`src/rtl/instr_encode_loader.sv`:
```
// Field-level instruction encoder and sequential instruction-memory loader.
// Encodes addi/bne/lw tuples into RV32I words and writes them one per two cycles.
module instr_encode_loader #(
   parameter int unsigned ADDR_WIDTH = 8
) (
   input  logic                  clk,
   input  logic                  rst_n,
   input  logic                  clear,
   input  logic                  in_valid,
   output logic                  in_ready,
   input  logic [1:0]            in_op,
   input  logic [4:0]            in_rd,
   input  logic [4:0]            in_rs1,
   input  logic [4:0]            in_rs2,
   input  logic [12:0]           in_imm,
   input  logic                  in_last,
   output logic                  wr_en,
   output logic [ADDR_WIDTH-1:0] wr_addr,
   output logic [31:0]           wr_data,
   output logic [ADDR_WIDTH:0]   count,
   output logic                  done,
   output logic                  err
);

   typedef enum logic [1:0] {
      StLoad  = 2'd0,
      StWrite = 2'd1,
      StDone  = 2'd2,
      StError = 2'd3
   } state_e;

   state_e                state_q, state_d;
   logic [ADDR_WIDTH:0]   count_q, count_d;
   logic [ADDR_WIDTH-1:0] addr_q, addr_d;
   logic [31:0]           data_q, data_d;
   logic                  last_q, last_d;

   logic [31:0]           enc_word;
   logic                  enc_legal;

   // Encode the incoming tuple and judge its legality.
   always_comb begin
      enc_word  = '0;
      enc_legal = 1'b0;
      unique case (in_op)
         2'b00: begin
            enc_word  = {in_imm[11:0], in_rs1, 3'b000, in_rd, 7'b0010011};
            enc_legal = (in_imm[12] == in_imm[11]);
         end
         2'b01: begin
            enc_word  = {in_imm[12], in_imm[10:5], in_rs2, in_rs1, 3'b001,
                         in_imm[4:1], in_imm[11], 7'b1100011};
            enc_legal = ~in_imm[0];
         end
         2'b10: begin
            enc_word  = {in_imm[11:0], in_rs1, 3'b010, in_rd, 7'b0000011};
            enc_legal = (in_imm[12] == in_imm[11]);
         end
         default: begin
            enc_word  = '0;
            enc_legal = 1'b0;
         end
      endcase
   end

   // Next-state logic and handshake/strobe outputs.
   always_comb begin
      state_d  = state_q;
      count_d  = count_q;
      addr_d   = addr_q;
      data_d   = data_q;
      last_d   = last_q;
      in_ready = 1'b0;
      wr_en    = 1'b0;
      if (clear) begin
         // Restart wins over everything; a pending write is dropped.
         state_d = StLoad;
         count_d = '0;
      end else begin
         unique case (state_q)
            StLoad: begin
               in_ready = 1'b1;
               if (in_valid) begin
                  if (enc_legal) begin
                     state_d = StWrite;
                     data_d  = enc_word;
                     addr_d  = count_q[ADDR_WIDTH-1:0];
                     last_d  = in_last;
                     // count leads by one so it already reflects the word during its write
                     count_d = count_q + {{ADDR_WIDTH{1'b0}}, 1'b1};
                  end else begin
                     state_d = StError;
                  end
               end
            end
            StWrite: begin
               wr_en = 1'b1;
               // Stop at the last tuple or when the top address was just written.
               if (last_q || (addr_q == {ADDR_WIDTH{1'b1}})) begin
                  state_d = StDone;
               end else begin
                  state_d = StLoad;
               end
            end
            StDone:  state_d = StDone;
            StError: state_d = StError;
            default: state_d = StError;
         endcase
      end
   end

   // State and datapath registers with synchronous active-low reset.
   always_ff @(posedge clk) begin
      if (!rst_n) begin
         state_q <= StLoad;
         count_q <= '0;
         addr_q  <= '0;
         data_q  <= '0;
         last_q  <= 1'b0;
      end else begin
         state_q <= state_d;
         count_q <= count_d;
         addr_q  <= addr_d;
         data_q  <= data_d;
         last_q  <= last_d;
      end
   end

   assign wr_addr = addr_q;
   assign wr_data = data_q;
   assign count   = count_q;
   assign done    = (state_q == StDone);
   assign err     = (state_q == StError);

endmodule
```
`config.mk`:
```
export PLATFORM = sky130hd
export DESIGN_NAME = instr_encode_loader
export DESIGN_NICKNAME = d
export VERILOG_FILES = /design/src/rtl/instr_encode_loader.sv
export SDC_FILE = /design/constraint.sdc
export NUM_CORES = 1
export LEC_CHECK = 0
export BUFFER_PORTS_ARGS = -buffer_cell sky130_fd_sc_hd__buf_2
export CAP_MARGIN = 20
export CORE_MARGIN = 2
export CORE_UTILIZATION = 29
export DETAILED_ROUTE_END_ITERATION = 12
export PLACE_DENSITY = 0.54
export SKIP_CTS_REPAIR_TIMING = 1
export SYNTH_ARGS = -nofsm -noshare
export SYNTH_HDL_FRONTEND = slang
export SYNTH_SLANG_ARGS = --single-unit
```
`constraint.sdc`:
```
create_clock -name clk -period 2.4 [get_ports clk]
set_input_delay 0.48 -clock clk [delete_from_list [all_inputs] [get_ports clk]]
set_output_delay 0.48 -clock clk [all_outputs]
set_load 0.01 [all_outputs]
```
## Yosys cells after proc, flatten, opt, wreduce, memory -nomap -nowiden

Cells that the tools add are included.

- Divide/modulo/power cells: 0
- Reductions and logical operators: 7
- Bitwise gates (word level): 3
- Muxes and demuxes: 10
- Multipliers: 0
- $add $sub $neg: 1
- Order comparisons: 0
- Equal/unequal tests: 8
- Shift operators: 0

Operators by type and width:

| operator | count |
|---|---|
| $pmux W32 S3 | 1 |
| $add A9 B1 Y9 const B | 1 |
| $eq A8 B8 Y1 const B | 1 |
| $pmux W2 S4 | 1 |
| $eq A2 B2 Y1 const B | 3 |
| $mux W2 | 3 |
| $eq A2 B1 Y1 const B | 2 |
| $logic_not A2 Y1 | 2 |
| $mux W1 | 4 |
| $reduce_and A4 Y1 | 1 |
| $reduce_or A2 Y1 | 2 |
| $not A1 Y1 | 3 |
| $reduce_and A3 Y1 | 1 |
| $ne A2 B2 Y1 const B | 1 |
| $pmux W1 S2 | 1 |
| $eq A1 B1 Y1 | 1 |
| $logic_or A1 B1 Y1 | 1 |

- Input port bits: 35
- ROM bits: 0
- Memory bits (writable): 0
- Register bits: 52
- Output and inout port bits: 53
- Memories kept: 0
- Bits in latches: 0

## Logic depth before layout (Yosys ltp)

Gate-level depths: netlist (run 1).

- Depth in word-level cells: 6
- Gate-level depth with buffers: 7
- Mapped depth without buffers: 6

## Worst setup path before layout (run 1)

OpenSTA, ideal clock, no wires.

- Path type: input-to-reg
- From: in in_op[1]
- To: reg count_q[7] (netlist: count[7])
- Setup time: 0.070 ns
- Path slack: 0.541 ns
- Path buffers: 0
- Stages on the path: 4
- Data arrival time: 1.789 ns
- Required time: 2.330 ns
- Path through: or3b_1 o22a_2 or4_1 a21oi_1

- Longest elaborated chain between the ends: 4
- Elaborated cells between the ends (all ways): 6

Ends and longest elaborated chain:

| what | line | RTL |
|---|---|---|
| start, declared | 11 | `input logic [1:0] in_op,` |
| $eq A2 B2 Y1 or $logic_not A2 Y1 (tied branches) | 45 | `unique case (in_op)` |
| $reduce_or A2 Y1 (no source line) | - |  |
| $pmux W1 S2 * | 45 |  |
| $reduce_and A3 Y1 (no source line) * | - |  |
| end signal, assigned | 122 | `count_q <= count_d;` |
| end, declared | 33 | `logic [ADDR_WIDTH:0] count_q, count_d;` |

Mark *: on every way between the ends. The rest lies on a longest branch, timed or not.
A chain may end at the register's enable or synchronous reset.

## Worst setup path after layout (run 1)

- From: reg state_q[1]
- To: reg count_q[7] (netlist: count[7])

- Longest elaborated chain between the ends: 2

Ends and longest elaborated chain:

| what | line | RTL |
|---|---|---|
| start, declared | 32 | `state_e state_q, state_d;` |
| start signal, assigned | 115 | `state_q <= StLoad;` |
| start signal, assigned | 121 | `state_q <= state_d;` |
| $logic_not A2 Y1 | 80 | `unique case (state_q)` |
| $reduce_and A3 Y1 (no source line) | - |  |

Every way passes these cells.

==> summary.txt, run 1 <==
Outcome
  – Outcome: complete, no violations

Drt
  – TritonRoute pass-1 iters: 4
  – Routed Antenna Nets: 0
  – WL final: 5.48 mm
  – Drc violations: 0
  – Avg WL per Cell: 12.7 um
  – Average vias per placed instance: around 4.6
  – Via count: ~2,000
  – DRT iter0 DRCs: around 110

Finish
  – Fin cells: ~430
  – Antenna Cells: 0
  – Area delta synth->final: 26.9%
  – Nets: roughly 370
  – Layout cells sized above 1: 0.304

Critical path
  – CP Max Fanout: 17
  – Crit. End Element: register
  – Crit Path Class: register to register
  – Startpoint types: register
  – Critical Path RT: between 2 and 3 ns
  – Arr. time, crit path: between 2 and 2.5 ns

STA
  – Skew final: roughly 0.0086 ns
  – F_max: between 0.5 and 0.6 GHz
  – Slew Viols, Final: 0
  – Final Setup Violations: 0
  – Period utilization: 0.802
  – RSZ-0062 raised after global routing: no
  – Crit path time final: slightly below 2 ns
  – Post-Route Setup TNS: 0 ns
  – Final Hold Viols: 0

Clock network
  – CTS sink count: 46
  – Max Buffers Root-to-Sink: 2
  – Cts bufs inserted: 5
  – Worst skew pair latency: roughly 0.30 ns
  – Reg clk slew, reported paths: ~0.09 ns
  – H-tree levels: 2
  – TritonCTS clock tree: done
  – Clock root cell: clkbuf_8

Synthesis
  – Area share of and/or/nand/nor cells after synthesis: 0.229
  – Xor-xnor portion of the synthesized cell area: 0.00812
  – Compound-Gate Fraction of Synth Area: 0.139
  – Cells after Synth: ~250
  – Cell Area, Synth: between 2000 and 2500 um2
  – Mux contribution to synthesized area: 0.0974
  – Adder-cell area share of the yosys netlist: 0.0348
  – Largest family of logic cells by synthesized area: simple AND/OR/NAND/NOR gates
  – Register area share after synthesis: 0.427
  – Post-synthesis register bit count: between 40 and 50
  – Yosys warnings: 0
  – Mean area per synthesized cell: between 8 and 9 um2
  – Synth cell types: 36

Power
  – Power Density: ~530 nW/um2
  – Lkg Pwr: approximately 1.2 nW
  – IR drop worst, VDD: around 210 uV

Floorplan
  – Die X: about 90 um
  – Die area: between 8000 and 9000 um2
  – IO Count: 88
  – Core ar.: 7210 um2
  – Initial Util: 0.299
  – Num rows: 31
  – Die Y: between 90 and 100 um

Run
  – MaxCap Viol Count: 0

Global route
  – Initial antenna violation count: 0
  – Vias in the first global route: between 1,500 and 2,000
  – Largest net degree at the start of global routing: 33
  – GRT Residual Overflow: 0
  – Tot GR Track Use: 0.135
  – First-pass GRT wire length: 9.04 mm

Placed design
  – Routability Congestion: between 0.7 and 0.8
  – Buffers on Ports: 84
  – Placed insts: about 420
  – Final HPWL DP: 4.04 mm

Worst hold path
  – Worst hold path type: input pin to register
-- routing by layer --
layer	share of wire	wire length [um]	track usage	up-vias
met3	0.066	362	0.0453	2
met1	0.49	2660	0.176	891
li1	-	-	-	1033
met5	0	0	0	-
met4	0.0064	35	0.0385	0
met2	0.44	2420	0.212	57
-- state kept, by name, indices dropped and copies added, names as in the netlist --
signal and flops:
wr_data 26, count 9, last_q 1, state_q 2, wr_addr 8
-- synthesized netlist by cell type --
master	n	area, um2
or3_1	7	43.8
buf_2	2	10.0
nor4_1	1	6.26
o21ai_0	19	95.1
buf_4	8	60.1
o21a_1	1	7.51
o22ai_1	1	6.26
nor2_1	3	11.3
nand4b_1	1	8.76
mux2i_1	21	210
inv_1	5	18.8
conb_1	1	3.75
nor2_4	1	11.3
nand3b_1	1	7.51
dfxtp_1	46	921
ha_1	6	75.1
a21oi_1	10	50.1
or3b_1	1	8.76
o22a_2	1	10.0
nand4_1	16	100
nand2b_1	1	6.26
xnor2_1	1	8.76
a41o_1	1	10.0
xor2_1	1	8.76
o31ai_1	1	7.51
o32ai_1	1	8.76
nor3b_1	1	7.51
nor2b_1	3	18.8
nor3_1	1	5.00
and2_1	2	12.5
a22o_1	11	96.3
nand2_1	60	225
a211oi_1	1	7.51
nand3_1	1	5.00
clkbuf_1	13	48.8
or4_1	2	15.0
-- cell usage in the layout, fill, tap and decap left out, types with 2 or more instances in the layout --
| cell | synthesis | final |
|---|---|---|
| buf_2 | 2 | 84 |
| nand2_1 | 60 | 60 |
| dfxtp_1 | 46 | 46 |
| mux2i_1 | 21 | 21 |
| o21ai_0 | 19 | 19 |
| nand4_1 | 16 | 16 |
| a22o_1 | 11 | 11 |
| a21oi_1 | 10 | 10 |
| buf_4 | 8 | 8 |
| or3_1 | 7 | 7 |
| ha_1 | 6 | 6 |
| inv_1 | 5 | 5 |
| clkbuf_8 | 0 | 5 |
| nor2b_1 | 3 | 3 |
| nor2_1 | 3 | 3 |
| conb_1 | 1 | 3 |
| or4_1 | 2 | 2 |
| and2_1 | 2 | 2 |
-- cells by family after synthesis --
family,count (synthesis)
adders and majority gates,6
buffers and inverters,28
and+or+nand+nor,102
DFF,46
other,1
muxes,21
AOI/OAI and AO/OA,47
xor gates and xnor gates,2
-- report_power, final --
part | switching (W) | internal (W) | leakage [nW]
sequential | 0.0000112 | 0.000780 | 0.372
clock | 0.000260 | 0.000206 | 0.0452
combinational | 0.000118 | 0.0000869 | 0.772
total | 0.000389 | 0.00107 | 1.19
-- worst max-delay path, stage by stage (launching register included) --
cell	delay, ns
dfxtp_1	0.33
inv_1	0.13
ha_1	0.26
nand3b_1	0.12
o22a_2	0.34
or4_1	0.53
a21oi_1	0.14
-- final timing paths --
kind,slack [ns],endpoint,depth (start not counted),start
worst min-delay path,0.42,wr_data[17],3,in_rs1[2]
worst max-delay path,0.48,count[7],6,state_q[1]
worst min register to register,0.46,wr_data[29],2,wr_data[29]
worst max register to register,0.48,count[7],6,state_q[1]
-- through the flow --
| step | setup WS [ns] | hold slack (ns) | util | area, um2 | power [W] |
|---|---|---|---|---|---|
| after floorplan | 0.541 | 0.435 | - | 2160 | 0.000939 |
| after global placement | 0.290 | 0.440 | 0.367 | 2650 | 0.00101 |
| after detailed placement | 0.278 | 0.449 | 0.367 | 2650 | 0.00101 |
| after CTS | 0.502 | 0.405 | 0.379 | 2740 | 0.00149 |
| after global routing | 0.350 | 0.402 | 0.379 | 2740 | 0.00154 |
| final | 0.476 | 0.423 | 0.379 | 2740 | 0.00146 |
-- final cells by class --
cell class | count | area [um2]
Clock buffer | 6 | 72.6
Clock inverter | 2 | 13.8
Fill cell | 809 | 4480
Inverter | 5 | 18.8
Multi-Input combinational cell | 181 | 1110
Sequential cell | 46 | 921
Tap cell | 99 | 124
Timing Repair Buffer | 92 | 480
No activity file was read; power rests on OpenSTA's default activity.
==> run 2, diff against run 1 <==
--- a/config.mk
+++ b/config.mk
@@ -5,12 +5,13 @@
 export SDC_FILE = /design/constraint.sdc
 export NUM_CORES = 1
 export LEC_CHECK = 0
+export ABC_AREA = 1
 export BUFFER_PORTS_ARGS = -buffer_cell sky130_fd_sc_hd__buf_2
 export CAP_MARGIN = 20
 export CORE_MARGIN = 2
 export CORE_UTILIZATION = 29
 export DETAILED_ROUTE_END_ITERATION = 12
-export PLACE_DENSITY = 0.54
+export PLACE_DENSITY = 0.55
 export SKIP_CTS_REPAIR_TIMING = 1
 export SYNTH_ARGS = -nofsm -noshare
 export SYNTH_HDL_FRONTEND = slang
==> constraint.sdc (replaced) <==
create_clock -name clk -period 1.77 [get_ports clk]
set_input_delay 0.354 -clock clk [delete_from_list [all_inputs] [get_ports clk]]
set_output_delay 0.354 -clock clk [all_outputs]
set_load 0.01 [all_outputs]
==> run 2 against run 1 <==
Against the previous run:
- clock skew hardly changed
- worst setup slack worse by 0.35 ns
- design area up 7.6%
- sequential share of layout area shrank 2.4 points
- worst hold slack worse by 0.14 ns
==> summary.txt, run 2 <==
Finish
  – Antenna Cells: 0 (unchanged)
  – Layout cells sized above 1: 0.262 (-0.0422)
  – Commonest cells after routing, fill and taps aside: nand2_1 (89), buf_2 (84), dfxtp_1 (46)
  – Fin cells: 518 (+20%)
  – Most common cell after layout, fill and taps aside: nand2_1
  – Final-layout fill cell count: 855 (+5.7%)
  – Max reg flops: 26 (unchanged)
  – Final Cell Area: 2940 um2 (+7.6%)
  – Area delta synth->final: 26.4%
  – Nets: 456 (+23%)

STA
  – RSZ-0062 raised after global routing: no
  – Period utilization: 0.929
  – Final Setup Violations: 0 (unchanged)
  – F_max: 0.608 GHz
  – Skew final: 0.00899 ns (+0.000433 ns)
  – Slew Viols, Final: 0 (unchanged)
  – Final Hold Viols: 0 (unchanged)
  – Post-route setup slack: 0.125 ns (-0.351 ns)
  – Crit path time final: 1.64 ns

Power
  – Power Density: 751 nW/um2 (+40%)
  – Lkg Pwr: 1.51 nW (+27%)
  – IR drop worst, VDD: 319 uV (+50%)

Critical path
  – R2R Setup Slk: 0.32 ns (-0.16 ns)
  – R2r startpoint: state_q[1]
  – Crit Path Class: register to output port
  – Top delay family on crit path: buffers and inverters
  – Critical Path, Cell by Cell: inv_1, ha_4, inv_1, nor2_1, buf_2
  – Max stage delay on crit path: 0.34 ns (-0.19 ns)
  – Startpoint types: register
  – Arr. time, crit path: 1.29 ns (-0.86 ns)
  – R2R depth: 8 (+2)
  – Critical Path RT: 1.42 ns (-1.21 ns)
  – R2R Path End: count[1]
  – CP bufs+invs: 3 (+2)
  – Most frequent CP cell: inv_1
  – Crit. End Element: output port
  – Worst path slowest cell: dfxtp_1
  – CP Max Fanout: 5 (-12)

Floorplan
  – Die X: 93.6 um (+3.7%)
  – Initial Util: 0.300 (+0.000780)
  – Die Y: 93.6 um (+3.7%)
  – IO Count: 88 (unchanged)
  – Num rows: 32 (+3.2%)
  – Die area: 8760 um2 (+7.6%)
  – Core ar.: 7770 um2 (+7.7%)

Synthesis
  – Cell Area, Synth: 2330 um2 (+7.9%)
  – Mean area per synthesized cell: 6.99 um2 (-18%)
  – Register area share after synthesis: 0.395 (-0.0314)
  – Yosys warnings: 0 (unchanged)
  – Largest cells by area after synthesis: dfxtp_1 (40%), nand2_1 (14%), nor2_1 (6.9%)
  – Post-synth EDFFs: 0 (unchanged)
  – Main synth FF type: dfxtp_1
  – Most frequent cell after synthesis: nand2_1
  – Post-synthesis register bit count: 46 (unchanged)
  – Top-area cell type share of the netlist area: 0.395 (-0.0314)
  – Cells after Synth: 333 (+32%)
  – Synth cell count leaders: nand2_1 (89), dfxtp_1 (46), nor2_1 (43)
  – Async SR Flop Fraction: 0 (unchanged)
  – Synth cell types: 26 (-28%)
  – Area leader, netlist: dfxtp_1

Placed design
  – DP Area: 2830 um2 (+6.6%)
  – Buffers on Ports: 84 (unchanged)
  – Placed insts: 510 (+21%)
  – Final HPWL DP: 4.64 mm (+15%)
  – Worst setup slack after placement: 0.197 ns (-0.0810 ns)
  – Routability Congestion: 0.726 (+1.2%)

Drt
  – TritonRoute pass-1 iters: 5 (+1)
  – DRT iter0 DRCs: 91 (-16%)
  – Average vias per placed instance: 4.46 (-3.1%)
  – Avg WL per Cell: 12.0 um (-5.9%)
  – Via count: 2,310 (+16%)
  – WL final: 6.19 mm (+13%)
  – Drc violations: 0 (unchanged)
  – Routed Antenna Nets: 0 (unchanged)

Global route
  – Vias in the first global route: 2,064 (+13%)
  – Tot GR Track Use: 0.139 (+0.00368)
  – Initial antenna violation count: 0 (unchanged)
  – GRT Residual Overflow: 0 (unchanged)
  – First-pass GRT wire length: 9.81 mm (+8.5%)
  – Largest net degree at the start of global routing: 26 (-21%)

Clock network
  – Clock root cell: clkbuf_8
  – Cts bufs inserted: 5 (unchanged)
  – Max Buffers Root-to-Sink: 2 (unchanged)
  – H-tree levels: 2 (unchanged)
  – Reg clk slew, reported paths: 0.09 ns (about the same)
  – CTS sink count: 46 (unchanged)
  – TritonCTS clock tree: done
  – Worst skew pair latency: 0.29 ns (about the same)

Outcome
  – Outcome: complete, no violations

Worst hold path
  – Worst hold path type: input pin to register
  – Hold_sp: in_last
  – WHS Path Cells: 3 (unchanged)
  – Hold EP: last_q

Run
  – MaxCap Viol Count: 0 (unchanged)
[run 2: cell types whose count changed after synthesis, sizes merged, moves of 4 or more]
cell | before | now
a21oi | 10 | 29
buf | 10 | 20
clkbuf | 13 | 3
inv | 5 | 43
mux2i | 21 | 0
nand2 | 60 | 91
nand3 | 1 | 5
nand4 | 16 | 23
nor2 | 4 | 44
o21ai | 19 | 8
or3 | 7 | 0
[run 2: layout make-up]
cell class | instances | area (um2) | share of cell area
inverter | 43 | 161 | 0.0548
clock inverter | 1 | 30.0 | 0.0102
timing repair buffer | 96 | 523 | 0.178
tap | 102 | 128 | 0.0433
sequential | 46 | 921 | 0.313
clock buffer | 7 | 76.3 | 0.0259
multi-input combinational | 223 | 1100 | 0.375
[run 2: worst reg2reg max path, delay by kind of cell (launching register included)]
| kind | cells | cell delay (ns) |
|---|---|---|
| AND/OR/NAND/NOR | 4 | 0.42 |
| adder cells (fa/ha/maj) | 1 | 0.20 |
| buffers and inverters | 3 | 0.34 |
| flip-flops | 1 | 0.39 |
[run 2: logic make-up after synthesis]
logic type | share of synthesized area
compound gates | 0.116
xor+xnor | 0.0113
fa+ha+maj | 0.0322
buf+inv | 0.139
flops | 0.395
other cells | 0.00161
simple gates | 0.305
[run 2: worst max-delay path by stage]
stage	startpoint	endpoint	slack, ns	cells after the start
2_1_floorplan	state_q[0]	wr_addr[5]	0.33	6
5_1_grt	state_q[1]	in_ready	0.04	5
3_3_place_gp	state_q[1]	count[5]	0.20	8
6_report	state_q[0]	in_ready	0.13	5
3_5_place_dp	state_q[0]	count[2]	0.20	8
4_1_cts	state_q[1]	in_ready	-0.001	5
[run 2: where the power goes]
group	internal (W)	switching [W]	leakage, nW
combinational	0.000140	0.000210	1.09
clock	0.000423	0.000352	0.0524
sequential	0.00107	0.0000191	0.373
total	0.00163	0.000581	1.51
[run 2: metal layers]
layer	wire, um	share of wire	GRT usage	up-vias
met2	2800	0.45	0.220	67
met5	0	0	0	-
li1	-	-	-	1209
met3	377	0.061	0.0395	0
met1	3010	0.49	0.193	1034
met4	0	0	0.0181	0
[run 2: metrics by stage]
step	total power, W	hold WS [ns]	TNS (ns)	utilization
4_1_cts	0.00224	0.277	-0.00115	0.377
5_1_grt	0.00233	0.295	0	0.379
3_3_place_gp	0.00145	0.451	0	0.364
3_5_place_dp	0.00145	0.453	0	0.364
2_1_floorplan	0.00133	0.474	0	-
6_report	0.00221	0.285	0	0.379
==> run 3, diff against run 2 <==
--- a/config.mk
+++ b/config.mk
@@ -11,7 +11,8 @@
 export CORE_MARGIN = 2
 export CORE_UTILIZATION = 29
 export DETAILED_ROUTE_END_ITERATION = 12
-export PLACE_DENSITY = 0.55
+export MAX_ROUTING_LAYER = met4
+export PLACE_DENSITY = 0.53
 export SKIP_CTS_REPAIR_TIMING = 1
 export SYNTH_ARGS = -nofsm -noshare
 export SYNTH_HDL_FRONTEND = slang
==> constraint.sdc (replaced) <==
create_clock -name clk -period 2 [get_ports clk]
set_input_delay 0.4 -clock clk [delete_from_list [all_inputs] [get_ports clk]]
set_output_delay 0.4 -clock clk [all_outputs]
set_load 0.01 [all_outputs]
==> run 3 against run 2 <==
Against the previous run:
- global-route usage increased by 0.94 points
- highest routed layer is now met4
- clock power shrank 9.5%
- routed wire length is 2.0% higher
- register-to-register slack improved by 0.04 ns
==> summary.txt, run 3 (synthesized netlist as in run 2, its figures left out) <==
Floorplan
  – IO Count: 88 (unchanged)
  – Num rows: 32 (unchanged)
  – Initial Util: 0.300 (unchanged)
  – Die Y: 93.6 um (unchanged)
  – Die X: 93.6 um (unchanged)
  – Die area: 8760 um2 (unchanged)
  – Core ar.: 7770 um2 (unchanged)

Critical path
  – Crit Path Class: register to output port
  – Critical Path, Cell by Cell: inv_1, ha_2, inv_1, nor2_1, buf_2
  – Top delay family on crit path: flip-flops
  – CP bufs+invs: 3 (unchanged)
  – Startpoint types: register
  – Max stage delay on crit path: 0.35 ns (about the same)
  – Arr. time, crit path: 1.41 ns (+0.12 ns)
  – R2r startpoint: state_q[0]
  – Worst path slowest cell: dfxtp_1
  – Most frequent CP cell: inv_1
  – Crit. End Element: output port
  – CP Max Fanout: 10 (+5)
  – Critical Path RT: 1.60 ns (+0.18 ns)
  – Crit path from: state_q[0]

Drt
  – TritonRoute pass-1 iters: 6 (+1)
  – Average vias per placed instance: 4.47 (+0.34%)
  – Routed Antenna Nets: 0 (unchanged)
  – Drc violations: 0 (unchanged)
  – Via count: 2,300 (-0.43%)
  – DRT iter0 DRCs: 90 (-1.1%)
  – Avg WL per Cell: 12.3 um (+2.8%)
  – WL final: 6.32 mm (+2.0%)

Power
  – Sw power: 0.000534 W (-8.0%)
  – Clock share of power: 0.357 (+0.006)
  – Sw Share: 0.272 (+0.00950)
  – Reg power frac: 0.490 (about the same)
  – Logic pwr share: 0.153 (-0.005)
  – IR drop worst, VDD: 324 uV (+1.4%)
  – Int Pwr: 0.00143 W (-12%)
  – Power Density: 674 nW/um2 (-10%)
  – Lkg Pwr: 1.50 nW (-1.1%)

Global route
  – GRT Residual Overflow: 0 (unchanged)
  – Initial antenna violation count: 0 (unchanged)
  – Vias in the first global route: 2,094 (+1.5%)
  – Largest net degree at the start of global routing: 24 (-7.7%)
  – Tot GR Track Use: 0.148 (+0.00939)
  – First-pass GRT wire length: 10.1 mm (+2.8%)

STA
  – Final Hold Viols: 0 (unchanged)
  – RSZ-0062 raised after global routing: no
  – Period utilization: 0.904
  – F_max: 0.553 GHz
  – Final Setup Violations: 0 (unchanged)
  – Crit path time final: approximately 1.8 ns
  – Skew final: 0.00835 ns (-0.000636 ns)
  – Slew Viols, Final: 0 (unchanged)
  – Post-Route Setup TNS: 0 ns (unchanged)
  – Fin Hold WS: 0.327 ns (+0.0423 ns)

Finish
  – Commonest cells after routing, fill and taps aside: nand2_1 (89), buf_2 (84), dfxtp_1 (46)
  – Area delta synth->final: 24.9%
  – Layout cells sized above 1: 0.262 (about the same)
  – Fin cells: 514 (-0.77%)
  – Antenna Cells: 0 (unchanged)
  – Max reg flops: 26 (unchanged)
  – Nets: 452 (-0.88%)
  – Most common cell after layout, fill and taps aside: nand2_1

Placed design
  – Buffers on Ports: 84 (unchanged)
  – Routability Congestion: 0.769 (+5.9%)
  – Placed insts: 506 (-0.78%)
  – Final HPWL DP: 4.68 mm (+0.88%)

Worst hold path
  – Hold_sp: in_last
  – Worst hold path type: input pin to register

Clock network
  – Clock root cell: clkbuf_8
  – H-tree levels: 2 (unchanged)
  – Max Buffers Root-to-Sink: 2 (unchanged)
  – Reg clk slew, reported paths: 0.09 ns (about the same)
  – CTS sink count: 46 (unchanged)
  – TritonCTS clock tree: done
  – Worst skew pair latency: 0.31 ns (+0.02 ns)
  – Cts bufs inserted: 5 (unchanged)

Outcome
  – Outcome: complete, no violations

Run
  – MaxCap Viol Count: 0 (unchanged)
-- run 3: power by group through the flow --
stage	Sequential, W	Clock [W]	Combinational [W]
global placement	0.000982	0	0.000297
CTS	0.000962	0.000725	0.000301
floorplan	0.000992	0	0.000184
detailed placement	0.000983	0	0.000299
global route	0.000966	0.000767	0.000335
finish	0.000961	0.000701	0.000300
-- run 3: metal layers --
| metal | part of all wire | track usage |
|---|---|---|
| met5 | 0 | - |
| met4 | 0.0093 | 0.0362 |
| met3 | 0.065 | 0.0298 |
| met2 | 0.44 | 0.231 |
| met1 | 0.49 | 0.198 |
-- run 3: metrics by stage --
stage          worst slack [ns]  area, um2  power, W   util
4_1_cts                  0.0367       2910   0.00199  0.374
2_1_floorplan             0.564       2340   0.00118      -
5_1_grt                  0.0580       2910   0.00207  0.375
3_3_place_gp              0.277       2800   0.00128  0.360
3_5_place_dp              0.222       2800   0.00128  0.360
6_report                  0.192       2910   0.00196  0.375
-- run 3: worst paths after layout --
path	end	slack (ns)	cells after the start
worst max register to register	count[3]	0.36	8
worst max-delay path	in_ready	0.19	5
worst min-delay path	last_q	0.33	3
worst min register to register	wr_data[30]	0.46	2
-- run 3: worst register-to-register path: stages (launching register included) --
cell	delay, ns
dfxtp_1	0.35
inv_1	0.11
ha_2	0.34
nand2_1	0.08
inv_1	0.07
nand2_2	0.17
inv_1	0.25
nand2_1	0.08
a21oi_1	0.12
-- run 3: area by class of cell --
type	count	area, um2
inverters	43	161
well taps	102	128
clock inverters	3	40.0
flip-flops and latches	46	921
repair buffers	92	493
fillers	872	4860
multi-input cells	223	1100
clock buffers	5	68.8
